## config.mk

```make
export PLATFORM = sky130hd
export DESIGN_NAME = alarm_countdown_flat
export DESIGN_NICKNAME = d
export VERILOG_FILES = /design/src/rtl/alarm_countdown_if.sv /design/src/rtl/alarm_countdown.sv /design/src/flat_wrapper.sv
export SDC_FILE = /design/constraint.sdc
export NUM_CORES = 1
export LEC_CHECK = 0
export CELL_PAD_IN_SITES_DETAIL_PLACEMENT = 1
export CELL_PAD_IN_SITES_GLOBAL_PLACEMENT = 2
export CORE_ASPECT_RATIO = 0.7
export CORE_UTILIZATION = 28
export CTS_CLUSTER_SIZE = 28
export DETAILED_ROUTE_END_ITERATION = 6
export GPL_TIMING_DRIVEN = 0
export PLACE_DENSITY = 0.9
export SKIP_LAST_GASP = 1
export SLEW_MARGIN = 25
export SYNTH_ARGS = -nofsm -noshare
export SYNTH_HDL_FRONTEND = slang
export SYNTH_SLANG_ARGS = --single-unit
```

## constraint.sdc

```tcl
create_clock -name clock -period 5.1 [get_ports clock]
set_input_delay 1.02 -clock clock [delete_from_list [all_inputs] [get_ports clock]]
set_output_delay 1.02 -clock clock [all_outputs]
set_load 0.005 [all_outputs]
```

## src/rtl/alarm_countdown_if.sv

```systemverilog
// Control/status bundle between the alarm countdown and its controller.
// master drives the requests and the divider tick, slave is the countdown.
interface alarm_countdown_if;
  localparam int unsigned SECS_W  = 7;
  localparam int unsigned DIGIT_W = 4;

  logic               tick;
  logic [SECS_W-1:0]  load_secs;
  logic               start;
  logic               hold;
  logic               cancel;
  logic               rate_en;
  logic [SECS_W-1:0]  secs_left;
  logic [DIGIT_W-1:0] tens;
  logic [DIGIT_W-1:0] ones;
  logic               running;
  logic               expired;
  logic               done;

  modport master (
    output tick, load_secs, start, hold, cancel,
    input  rate_en, secs_left, tens, ones, running, expired, done
  );

  modport slave (
    input  tick, load_secs, start, hold, cancel,
    output rate_en, secs_left, tens, ones, running, expired, done
  );
endinterface

```

## src/rtl/alarm_countdown.sv

```systemverilog
// Entry/exit delay seconds countdown (0..MAX_SECS) with pause, cancel,
// BCD digits for the display and a level plus one-cycle expiry report.
module alarm_countdown #(
  parameter int unsigned MAX_SECS = 99
) (
  input  logic              clock,
  input  logic              reset_n,
  alarm_countdown_if.slave  ctl
);

  localparam int unsigned CW = 7;
  localparam int unsigned DW = 4;
  localparam logic [CW-1:0] MAX_CNT = CW'(MAX_SECS);
  localparam logic [CW-1:0] TEN     = CW'(10);

  typedef enum logic [1:0] {
    ST_IDLE,
    ST_RUN,
    ST_PAUSE,
    ST_EXPIRED
  } state_t;

  state_t        state, state_nx;
  logic [CW-1:0] count, count_nx;
  logic [CW-1:0] load_val;
  logic          done_nx;
  logic          rate_en_q, running_q, expired_q, done_q;

  // Requested load, clamped to the saturation limit.
  always_comb begin
    load_val = ctl.load_secs;
    if (ctl.load_secs > MAX_CNT) load_val = MAX_CNT;
  end

  // Next state, next count and the expiry strobe.
  always_comb begin
    state_nx = state;
    count_nx = count;
    done_nx  = 1'b0;
    case (state)
      ST_IDLE: begin
        if (ctl.start) begin
          count_nx = load_val;
          if (load_val == '0) begin
            state_nx = ST_EXPIRED;
            done_nx  = 1'b1;
          end else begin
            state_nx = ST_RUN;
          end
        end
      end
      ST_RUN: begin
        if (ctl.cancel) begin
          state_nx = ST_IDLE;
          count_nx = '0;
        end else if (ctl.tick && (count != '0)) begin
          count_nx = count - CW'(1);
          if (count == CW'(1)) begin
            state_nx = ST_EXPIRED;
            done_nx  = 1'b1;
          end else if (ctl.hold) begin
            state_nx = ST_PAUSE;
          end
        end else if (ctl.hold) begin
          state_nx = ST_PAUSE;
        end
      end
      ST_PAUSE: begin
        if (ctl.cancel) begin
          state_nx = ST_IDLE;
          count_nx = '0;
        end else if (!ctl.hold) begin
          state_nx = ST_RUN;
        end
      end
      ST_EXPIRED: begin
        count_nx = '0;
        if (ctl.cancel) begin
          state_nx = ST_IDLE;
        end else if (ctl.start) begin
          // Re-arm behaves exactly like a start from IDLE.
          count_nx = load_val;
          if (load_val == '0) begin
            done_nx = 1'b1;
          end else begin
            state_nx = ST_RUN;
          end
        end
      end
      default: begin
        state_nx = ST_IDLE;
        count_nx = '0;
      end
    endcase
  end

  // State, count and registered status outputs.
  always_ff @(posedge clock or negedge reset_n) begin
    if (!reset_n) begin
      state     <= ST_IDLE;
      count     <= '0;
      rate_en_q <= 1'b0;
      running_q <= 1'b0;
      expired_q <= 1'b0;
      done_q    <= 1'b0;
    end else begin
      state     <= state_nx;
      count     <= count_nx;
      rate_en_q <= (state_nx == ST_RUN);
      running_q <= (state_nx == ST_RUN) || (state_nx == ST_PAUSE);
      expired_q <= (state_nx == ST_EXPIRED);
      done_q    <= done_nx;
    end
  end

  assign ctl.rate_en   = rate_en_q;
  assign ctl.running   = running_q;
  assign ctl.expired   = expired_q;
  assign ctl.done      = done_q;
  assign ctl.secs_left = count;

  // Display digits follow the count register combinationally.
  always_comb begin
    ctl.tens = DW'(count / TEN);
    ctl.ones = DW'(count % TEN);
  end

endmodule

```

## src/flat_wrapper.sv

```systemverilog
// flat-port wrapper written by rule: the top's interface ports become plain ports
module alarm_countdown_flat 
#(
  parameter int unsigned MAX_SECS = 99
)
  (clock, reset_n, ctl_tick, ctl_load_secs, ctl_start, ctl_hold, ctl_cancel, ctl_rate_en, ctl_secs_left, ctl_tens, ctl_ones, ctl_running, ctl_expired, ctl_done);
  alarm_countdown_if ctl_i ();
  input  logic clock;
  input  logic reset_n;
  input wire logic [$bits(ctl_i.tick)-1:0] ctl_tick;
  input wire logic [$bits(ctl_i.load_secs)-1:0] ctl_load_secs;
  input wire logic [$bits(ctl_i.start)-1:0] ctl_start;
  input wire logic [$bits(ctl_i.hold)-1:0] ctl_hold;
  input wire logic [$bits(ctl_i.cancel)-1:0] ctl_cancel;
  output wire logic [$bits(ctl_i.rate_en)-1:0] ctl_rate_en;
  output wire logic [$bits(ctl_i.secs_left)-1:0] ctl_secs_left;
  output wire logic [$bits(ctl_i.tens)-1:0] ctl_tens;
  output wire logic [$bits(ctl_i.ones)-1:0] ctl_ones;
  output wire logic [$bits(ctl_i.running)-1:0] ctl_running;
  output wire logic [$bits(ctl_i.expired)-1:0] ctl_expired;
  output wire logic [$bits(ctl_i.done)-1:0] ctl_done;
  assign ctl_i.tick = ctl_tick;
  assign ctl_i.load_secs = ctl_load_secs;
  assign ctl_i.start = ctl_start;
  assign ctl_i.hold = ctl_hold;
  assign ctl_i.cancel = ctl_cancel;
  assign ctl_rate_en = ctl_i.rate_en;
  assign ctl_secs_left = ctl_i.secs_left;
  assign ctl_tens = ctl_i.tens;
  assign ctl_ones = ctl_i.ones;
  assign ctl_running = ctl_i.running;
  assign ctl_expired = ctl_i.expired;
  assign ctl_done = ctl_i.done;
  alarm_countdown #(.MAX_SECS(MAX_SECS)) u_core (.clock(clock), .reset_n(reset_n), .ctl(ctl_i));
endmodule
```

==> impl_metrics.prom, run 1 <==
# TYPE chip_impl_metric gauge
chip_impl_metric{name="layout-drive-gt1-share",unit="%"} 10.2
chip_impl_info{name="cts.root.buffer_cell",value="sky130_fd_sc_hd__clkbuf_8"} 1
chip_impl_metric{name="p_leak",unit="µW"} 0.000713
chip_impl_metric{name="worstPathBufferInverterCount",unit=""} 4
chip_impl_metric{name="max_cap_viol_count",unit=""} 0
chip_impl_metric{name="p_sw",unit="µW"} 563
chip_impl_metric{name="grt_start_max_net_pins",unit=""} 14
chip_impl_metric{name="drt.antenna.violating_nets",unit=""} 0
chip_impl_metric{name="cts_htree_levels",unit=""} 1
chip_impl_metric{name="route.final.wire_length",unit="µm"} 4180
chip_impl_metric{name="place_hpwl",unit="µm"} 3270
chip_impl_info{name="tritoncts_clock_tree",value="yes"} 1
chip_impl_metric{name="cpPeakStageDelay",unit="ps"} 540
chip_impl_info{name="path_class",value="flip-flop to primary output"} 1
chip_impl_metric{name="met2_layer_wire_length_in_the_routed_design",unit="µm"} 1700
chip_impl_metric{name="crit_path_max_fanout",unit=""} 10
chip_impl_metric{name="placement.io_buffers",unit=""} 31
chip_impl_metric{name="synth_fp_nets",unit=""} 190
chip_impl_metric{name="wl_met1",unit="µm"} 2290
chip_impl_metric{name="antenna_violations_before_repair",unit=""} 0
chip_impl_info{name="hold_path.class",value="flip-flop to flip-flop"} 1
chip_impl_info{name="cp_slowest_cell",value="sky130_fd_sc_hd__or4_4"} 1
chip_impl_metric{name="synth_enable_flop_cells",unit=""} 0
chip_impl_metric{name="worst-endpoint-required",unit="ps"} 4080
chip_impl_info{name="setup.worst_path.start_class",value="flip-flop"} 1
chip_impl_metric{name="power.share.switching",unit="%"} 45.9
chip_impl_metric{name="synth.distinct_cells",unit=""} 53
chip_impl_metric{name="wl_per_cell",unit="µm"} 16.1
chip_impl_metric{name="globalplace.congestion",unit=""} 0.817
chip_impl_metric{name="setup_viol",unit=""} 0
chip_impl_metric{name="dieWidth",unit="µm"} 85.1
chip_impl_metric{name="core",unit="µm²"} 4480
chip_impl_metric{name="num-nets-final",unit=""} 226
chip_impl_metric{name="syn2layout_area_growth",unit="%"} 32.3
chip_impl_metric{name="synth.ff_latch_count",unit=""} 13
chip_impl_info{name="worstPathCellList",value="buf_6, clkbuf_2, nor3b_1, a21oi_1, o22ai_1, a221oi_2, ha_1, clkbuf_4, a211oi_1, or4_4, a221oi_4, mux2i_1, clkdlybuf4s50_1"} 1
chip_impl_metric{name="dr.pass1.iters",unit=""} 4
chip_impl_metric{name="cts_buffer_depth",unit=""} 2
chip_impl_metric{name="clkSinkCount",unit=""} 13
chip_impl_info{name="status",value="completed"} 1
chip_impl_metric{name="combPwrFrac",unit="%"} 76.8
chip_impl_metric{name="synth.yosys.seq_area_share",unit="%"} 24.0
chip_impl_metric{name="grt_remaining_overflow",unit=""} 0
chip_impl_metric{name="first_pass_grt_wire_length",unit="µm"} 7020
chip_impl_metric{name="worstSkewPairLatency",unit="ps"} 250
chip_impl_metric{name="synth_warnings",unit=""} 0
chip_impl_metric{name="finClkSkew",unit="ps"} 10.0
chip_impl_metric{name="cts_buffers",unit=""} 3
chip_impl_metric{name="cts_hold_repair.buffers",unit=""} 0
chip_impl_metric{name="cellPowerDensity",unit="nW/µm²"} 685
chip_impl_metric{name="antenna_diode_count",unit=""} 0
chip_impl_metric{name="period_share",unit="%"} 95.2
chip_impl_metric{name="dieHeight",unit="µm"} 60.2
chip_impl_metric{name="top_level_ports",unit=""} 32
chip_impl_metric{name="drc",unit=""} 0
chip_impl_metric{name="floorplan.initialDensity",unit="%"} 30.2
chip_impl_metric{name="grt_pass1_vias",unit=""} 1392
chip_impl_metric{name="met3WireLength",unit="µm"} 182
chip_impl_info{name="predominant_post_synthesis_flop_cell",value="sky130_fd_sc_hd__dfrtp_1"} 1
chip_impl_metric{name="clk_pin_slew_worst_paths",unit="ps"} 60
chip_impl_metric{name="fill_cells",unit=""} 543
chip_impl_info{name="top_signal_layer_used",value="met3"} 1
chip_impl_metric{name="fmaxAchievable",unit="MHz"} 206
chip_impl_metric{name="timing.final.crit_period",unit="ps"} 4860
chip_impl_info{name="endpoint_kind",value="primary output"} 1
chip_impl_info{name="worst_hold_startpoint",value="u_core.ctl.secs_left[0]"} 1
chip_impl_metric{name="clkPwrFrac",unit="%"} 7.7
chip_impl_metric{name="hold-worst-slack",unit="ps"} 732
chip_impl_info{name="crit_path_start",value="u_core.ctl.secs_left[3]"} 1
chip_impl_metric{name="synthesis.area",unit="µm²"} 1350
chip_impl_metric{name="final_hold_viol_count",unit=""} 0
chip_impl_metric{name="dr_total_vias",unit=""} 1432
chip_impl_metric{name="internal-power",unit="µW"} 663
chip_impl_metric{name="sequentialPowerShare",unit="%"} 15.4
chip_impl_metric{name="p_total",unit="µW"} 1230
chip_impl_metric{name="async_flop_share",unit="%"} 100
chip_impl_metric{name="detail_route.iter0.violations",unit=""} 55
chip_impl_metric{name="cts_post_setup_buffers_inserted",unit=""} 0
chip_impl_info{name="critical_path.top_delay_family",value="buffers and inverters"} 1
chip_impl_metric{name="netlist_instances",unit=""} 170
chip_impl_info{name="r2r-start",value="u_core.ctl.secs_left[3]"} 1
chip_impl_metric{name="core.rowCount",unit=""} 20
chip_impl_metric{name="timing.final.max_slew_violations",unit=""} 0
chip_impl_metric{name="grtUsageTotal",unit="%"} 17.6
chip_impl_metric{name="max-slew-margin-rel",unit="%"} 56.6
chip_impl_metric{name="tightestPinTransition",unit="ps"} 650
chip_impl_metric{name="worst-endpoint-arrival",unit="ps"} 3840
chip_impl_metric{name="post_synth.cell_area_avg",unit="µm²"} 7.96
chip_impl_metric{name="avgViaCountPerCell",unit=""} 5.51
chip_impl_metric{name="power.ir.vdd_worst",unit="mV"} 0.377
chip_impl_metric{name="die_area",unit="µm²"} 5120
==> what timing repair did <==
| item | 4_1_cts | 5_1_grt |
|---|---|---|
| setup endpoints to repair | 0 | 3 |
| gates resized for setup | 0 | 7 |
| hold endpoints to repair | 0 | 0 |
==> cells in the mapped netlist, types with 4 or more instances <==
cell                       instances  share of area (%)
sky130_fd_sc_hd__nor4_1            4                1.8
sky130_fd_sc_hd__nand2_1          16                4.4
sky130_fd_sc_hd__o22ai_1           6                2.8
sky130_fd_sc_hd__ha_1              7                6.5
sky130_fd_sc_hd__inv_1            10                2.8
sky130_fd_sc_hd__nor2b_1           4                1.8
sky130_fd_sc_hd__a22o_1            4                2.6
sky130_fd_sc_hd__dfrtp_1          13                 24
sky130_fd_sc_hd__nand2b_1          4                1.8
sky130_fd_sc_hd__nor3_1            9                3.3
sky130_fd_sc_hd__clkbuf_1          6                1.7
sky130_fd_sc_hd__a21oi_1           9                3.3
sky130_fd_sc_hd__o21ai_0           8                3.0
sky130_fd_sc_hd__xnor2_1           4                2.6
sky130_fd_sc_hd__nor2_1           13                3.6
==> path summary, 6_finish.rpt <==
kind / end / slack [ps] / depth (start not counted)
worst max-delay path: ctl_ones[2] / 240 / 13
max in group asynchronous: u_core.ctl.secs_left[3] / 3460 / 1
min in group asynchronous: u_core.ctl.secs_left[4] / 1170 / 1
worst min register to register: u_core.ctl.secs_left[0] / 730 / 3
worst max register to register: u_core.ctl.running / 2880 / 7
worst min-delay path: u_core.ctl.secs_left[0] / 730 / 3
==> layer usage <==
metal | vias to the layer above | global-route usage (%)
li1 | 698 | -
met1 | 704 | 26.9
met2 | 30 | 26.6
met3 | 0 | 3.45
met4 | 0 | 0.726
met5 | - | 0
==> power by group through the flow <==
stage / registers (µW) / logic (µW) / clock network [µW]
6_report: 189 / 942 / 94.7
2_1_floorplan: 184 / 578 / 0
4_1_cts: 191 / 931 / 96.4
3_3_place_gp: 190 / 915 / 0
5_1_grt: 196 / 1040 / 102
3_5_place_dp: 192 / 923 / 0
==> cell families (layout without fill, tap and decap cells) <==
family / Yosys count / in the layout / synth area share [%]
adder cells (fa/ha/maj): 7 / 7 / 6.47
buffers and inverters: 24 / 59 / 9.33
multiplexers: 2 / 2 / 1.57
XOR/XNOR: 5 / 5 / 3.23
AND/OR/NAND/NOR: 67 / 67 / 27.4
flip-flops: 13 / 13 / 24.0
AO/OA/AOI/OAI: 52 / 52 / 28.0
==> area by class of cell <==
cell class	count	area [µm²]	area share (%)
multi-input combinational	133	908	50.7
tap	55	68.8	3.84
sequential	13	327	18.2
inverter	10	37.5	2.10
buffer	14	93.8	5.24
clock buffer	4	45.0	2.52
timing repair buffer	31	310	17.3
==> through the flow <==
stage	instance area, µm²	instances	utilization [%]	setup slack (ps)	TNS, ps
after global routing	1790	260	40.0	-1.46	-1.46
after detailed placement	1730	256	38.7	300	0
after floorplan	1350	170	-	1150	0
after CTS	1780	260	39.7	17.9	0
final	1790	260	40.0	242	0
after global placement	1730	256	38.7	307	0
==> sequential cells by signal, indices dropped and copies added, names as in the netlist <==
name,flops
u_core.ctl.secs_left,7
u_core.state,2
u_core.ctl.rate_en,1
u_core.ctl.expired,1
u_core.ctl.done,1
u_core.ctl.running,1
==> tightest hold or removal path, stage by stage, from the launching register on <==
cell                      delay [ps]
sky130_fd_sc_hd__dfrtp_1         440
sky130_fd_sc_hd__o22ai_1         120
sky130_fd_sc_hd__nand2_1          60
sky130_fd_sc_hd__o21ai_0          70
==> cells in the final DEF, fill, tap and decap left out, drive strengths merged, types with 2 or more instances in the layout <==
cell type      count
buf                7
nor2              13
o2bb2ai            2
o211ai             2
xnor2              4
nor2b              4
nor3               9
nand2b             4
nand2             16
a21boi             2
nor3b              3
nand3              2
a221oi             3
o21ai              9
a21oi              9
a22o               4
nor4               4
ha                 7
inv               10
a32o               3
a31oi              2
clkdlybuf4s50     31
dfrtp             13
clkbuf            11
a211oi             2
or4b               2
o22ai              6
(Power assumes the default switching activity.)
==> run 2: changes to the inputs <==
Settings changed: ABC_AREA set to 1, CORE_UTILIZATION 28 to 25.
==> run 2 against run 1 <==
- synthesized cell count grew 2.9%
- clock skew fell by 6.7 ps
- worst setup slack better by 680 ps
- sequential cell count did not move
- area after synthesis is 15% lower
- cell area is 12% lower
- non-clock buffer count decreased by 11
- critical path type unchanged
- largest cell class unchanged
==> impl_metrics.prom, run 2 <==
# TYPE chip_impl_metric gauge
chip_impl_info{name="capture_point_of_the_critical_path",value="ctl_ones[1]"} 1
chip_impl_info{name="netlist_top_cells_count",value="sky130_fd_sc_hd__nand2_1, sky130_fd_sc_hd__inv_1, sky130_fd_sc_hd__nand3_1"} 1
chip_impl_metric{name="layout-drive-gt1-share",unit="%"} 10.5
chip_impl_info{name="top_signal_layer_used",value="met4"} 1
chip_impl_info{name="layout_common_cells",value="sky130_fd_sc_hd__nand2_1, sky130_fd_sc_hd__clkdlybuf4s50_1, sky130_fd_sc_hd__inv_1"} 1
chip_impl_metric{name="met2_layer_wire_length_in_the_routed_design",unit="µm"} 1300
chip_impl_info{name="cts.root.buffer_cell",value="sky130_fd_sc_hd__clkbuf_8"} 1
chip_impl_info{name="r2r-start",value="u_core.ctl.secs_left[4]"} 1
chip_impl_metric{name="cts_hold_repair.buffers",unit=""} 0
chip_impl_metric{name="fmaxAchievable",unit="MHz"} 239
chip_impl_metric{name="post_synth.cell_area_avg",unit="µm²"} 6.61
chip_impl_metric{name="timing.final.crit_period",unit="ps"} 4180
chip_impl_metric{name="cts_htree_levels",unit=""} 1
chip_impl_metric{name="multiInputGateArea",unit="µm²"} 716
chip_impl_metric{name="synth_warnings",unit=""} 0
chip_impl_metric{name="async_flop_share",unit="%"} 100
chip_impl_metric{name="synth.ff_latch_count",unit=""} 13
chip_impl_metric{name="p_leak",unit="µW"} 0.000784
chip_impl_metric{name="post-place-cells",unit=""} 261
chip_impl_metric{name="drt.antenna.violating_nets",unit=""} 0
chip_impl_metric{name="antenna_violations_before_repair",unit=""} 0
chip_impl_metric{name="synth.yosys.seq_area_share",unit="%"} 28.1
chip_impl_metric{name="avgViaCountPerCell",unit=""} 4.71
chip_impl_metric{name="wl_per_cell",unit="µm"} 12.9
chip_impl_metric{name="cts_buffers",unit=""} 3
chip_impl_metric{name="setup-tns-final",unit="ps"} 0
chip_impl_metric{name="final_hold_viol_count",unit=""} 0
chip_impl_metric{name="synth_enable_flop_cells",unit=""} 0
chip_impl_metric{name="grt_pass1_vias",unit=""} 1173
chip_impl_info{name="setup_repair_after_global_routing_missed_its_margin",value="false"} 1
chip_impl_info{name="status",value="completed"} 1
chip_impl_metric{name="grtUsageTotal",unit="%"} 14.8
chip_impl_metric{name="synth.distinct_cells",unit=""} 25
chip_impl_metric{name="finClkSkew",unit="ps"} 3.34
chip_impl_metric{name="worst-r2r-setup-slack",unit="ps"} 3080
chip_impl_metric{name="max-slew-margin-rel",unit="%"} 57.9
chip_impl_metric{name="finish.cell_count_without_fillers",unit=""} 265
chip_impl_metric{name="cpPeakStageDelay",unit="ps"} 500
chip_impl_info{name="predominant_post_synthesis_flop_cell",value="sky130_fd_sc_hd__dfrtp_1"} 1
chip_impl_metric{name="dieWidth",unit="µm"} 83.3
chip_impl_info{name="cp_common_cell",value="sky130_fd_sc_hd__nand2_1"} 1
chip_impl_metric{name="core",unit="µm²"} 4380
chip_impl_metric{name="period_share",unit="%"} 82.0
chip_impl_metric{name="clk_pin_slew_worst_paths",unit="ps"} 60
chip_impl_metric{name="first_pass_grt_wire_length",unit="µm"} 5750
chip_impl_info{name="setup.worst_path.start_class",value="flip-flop"} 1
chip_impl_metric{name="setup_viol",unit=""} 0
chip_impl_info{name="crit_path_start",value="u_core.ctl.secs_left[4]"} 1
chip_impl_info{name="mostFrequentLayoutCell",value="sky130_fd_sc_hd__nand2_1"} 1
chip_impl_metric{name="dr.pass1.iters",unit=""} 4
chip_impl_info{name="hold_path.class",value="flip-flop to flip-flop"} 1
chip_impl_metric{name="power.ir.vdd_worst",unit="mV"} 0.246
chip_impl_metric{name="postCtsResizedCells",unit=""} 0
chip_impl_metric{name="synthesis.area",unit="µm²"} 1160
chip_impl_metric{name="grt_remaining_overflow",unit=""} 0
chip_impl_metric{name="globalplace.congestion",unit=""} 0.749
chip_impl_metric{name="timing.final.max_slew_violations",unit=""} 0
chip_impl_metric{name="placement.setup.worst_slack",unit="ps"} 1240
chip_impl_metric{name="fill_cells",unit=""} 559
chip_impl_metric{name="num-nets-final",unit=""} 231
chip_impl_metric{name="top_level_ports",unit=""} 32
chip_impl_metric{name="largest_register_ffs",unit=""} 7
chip_impl_info{name="synthMostInstantiatedCell",value="sky130_fd_sc_hd__nand2_1"} 1
chip_impl_info{name="r2r-end",value="u_core.ctl.running"} 1
chip_impl_info{name="path_class",value="flip-flop to primary output"} 1
chip_impl_metric{name="worst-endpoint-arrival",unit="ps"} 3160
chip_impl_metric{name="antenna_diode_count",unit=""} 0
chip_impl_info{name="worstPathCellList",value="nor2_1, nand2_2, nand2_4, nand2_1, o21ai_2, nand3_1, nand2_1, inv_1, ha_1, inv_1, nand3_2, nand3_4, nand2_1, nand2_1, clkdlybuf4s50_1"} 1
chip_impl_metric{name="cts_post_setup_buffers_inserted",unit=""} 0
chip_impl_metric{name="placement.io_buffers",unit=""} 31
chip_impl_metric{name="netlist_instances",unit=""} 175
chip_impl_metric{name="grt_start_max_net_pins",unit=""} 14
chip_impl_metric{name="drc",unit=""} 0
chip_impl_metric{name="crit_path_max_fanout",unit=""} 6
chip_impl_metric{name="register_area",unit="µm²"} 325
chip_impl_metric{name="die_area",unit="µm²"} 4900
chip_impl_metric{name="clkSinkCount",unit=""} 13
chip_impl_metric{name="place_hpwl",unit="µm"} 2810
chip_impl_metric{name="setup_slack",unit="ps"} 920
chip_impl_metric{name="syn2layout_area_growth",unit="%"} 36.7
chip_impl_metric{name="core.rowCount",unit=""} 20
chip_impl_metric{name="detail_route.iter0.violations",unit=""} 64
chip_impl_info{name="endpoint_kind",value="primary output"} 1
chip_impl_metric{name="synth.top_cell.area_share",unit="%"} 28.1
chip_impl_metric{name="r2r_depth",unit=""} 6
chip_impl_metric{name="met3WireLength",unit="µm"} 197
chip_impl_metric{name="cellPowerDensity",unit="nW/µm²"} 841
chip_impl_metric{name="synth_fp_nets",unit=""} 195
chip_impl_metric{name="wl_met1",unit="µm"} 1900
chip_impl_info{name="tritoncts_clock_tree",value="yes"} 1
chip_impl_metric{name="cts_buffer_depth",unit=""} 2
chip_impl_info{name="cp_slowest_cell",value="sky130_fd_sc_hd__clkdlybuf4s50_1"} 1
chip_impl_info{name="synthTopCellsByArea",value="sky130_fd_sc_hd__dfrtp_1, sky130_fd_sc_hd__nand2_1, sky130_fd_sc_hd__nand3_1"} 1
chip_impl_metric{name="max_cap_viol_count",unit=""} 0
chip_impl_info{name="yosys.area.top_type",value="sky130_fd_sc_hd__dfrtp_1"} 1
chip_impl_metric{name="tightestPinTransition",unit="ps"} 629
chip_impl_metric{name="worst-endpoint-required",unit="ps"} 4080
chip_impl_metric{name="route.final.wire_length",unit="µm"} 3420
chip_impl_metric{name="worstSkewPairLatency",unit="ps"} 250
chip_impl_metric{name="dieHeight",unit="µm"} 58.9
chip_impl_metric{name="floorplan.initialDensity",unit="%"} 26.4
chip_impl_metric{name="dr_total_vias",unit=""} 1248
[run 2: cell types whose count changed after synthesis, moves of 4 or more]
cell	previous run	this run
sky130_fd_sc_hd__nand2_1	16	46
sky130_fd_sc_hd__nand3_1	2	20
sky130_fd_sc_hd__inv_1	10	22
sky130_fd_sc_hd__nor3_1	9	1
sky130_fd_sc_hd__clkbuf_1	6	0
sky130_fd_sc_hd__nand2_2	0	6
sky130_fd_sc_hd__inv_2	0	4
sky130_fd_sc_hd__nand2b_1	4	0
sky130_fd_sc_hd__nand4_1	1	5
sky130_fd_sc_hd__nor2b_1	4	0
sky130_fd_sc_hd__o22ai_1	6	2
sky130_fd_sc_hd__xnor2_1	4	0
[run 2: how the worst min path moves through the flow]
stage                     depth (start not counted)                    start                       to  slack, ps
after floorplan                                   1  u_core.ctl.secs_left[2]  u_core.ctl.secs_left[2]        570
after global placement                            1  u_core.ctl.secs_left[2]  u_core.ctl.secs_left[2]        620
after detailed placement                          1  u_core.ctl.secs_left[2]  u_core.ctl.secs_left[2]        630
after CTS                                         1  u_core.ctl.secs_left[2]  u_core.ctl.secs_left[2]        640
after global routing                              1  u_core.ctl.secs_left[2]  u_core.ctl.secs_left[2]        690
final                                             1  u_core.ctl.secs_left[2]  u_core.ctl.secs_left[2]        660
[run 2: final cells by class]
class	instances	share of cell area [%]
multi-input cells	133	45.3
flip-flops and latches	13	20.6
inverters	26	6.18
clock buffers	4	2.85
repair buffers	31	19.6
well taps	55	4.35
plain buffers	3	1.11
[run 2: report_power, final]
part / switching (µW) / internal (µW) / total (µW)
sequential: 45.5 / 145 / 191
combinational: 569 / 474 / 1040
clock: 39.0 / 55.3 / 94.2
total: 654 / 675 / 1330
[run 2: logic make-up (layout without fill, tap and decap cells)]
group,after synthesis,after routing,share of synthesized area (%)
buf+inv,29,64,9.96
compound gates,27,27,13.7
simple gates,99,99,40.6
fa+ha+maj,7,7,7.58
flops,13,13,28.1
[run 2: critical path: cells and delay by family, from the launching register on]
family,cells,cell delay [ps]
and+or+nand+nor,10,1500
buffers and inverters,3,640
DFF,1,460
adders and majority gates,1,220
AOI/OAI and AO/OA,1,100
[run 2: metal layers]
layer | vias up | track usage, %
li1 | 649 | -
met1 | 560 | 23.4
met2 | 35 | 20.8
met3 | 4 | 2.38
met4 | 0 | 2.96
met5 | - | 0
[run 2: stage by stage]
stage / hold WS, ps / utilization, % / instance area, µm² / power, µW
2_1_floorplan: 570 / - / 1160 / 798
3_3_place_gp: 615 / 35.1 / 1540 / 1210
3_5_place_dp: 629 / 35.1 / 1540 / 1230
4_1_cts: 643 / 36.1 / 1580 / 1340
5_1_grt: 692 / 36.1 / 1580 / 1470
6_report: 659 / 36.1 / 1580 / 1330
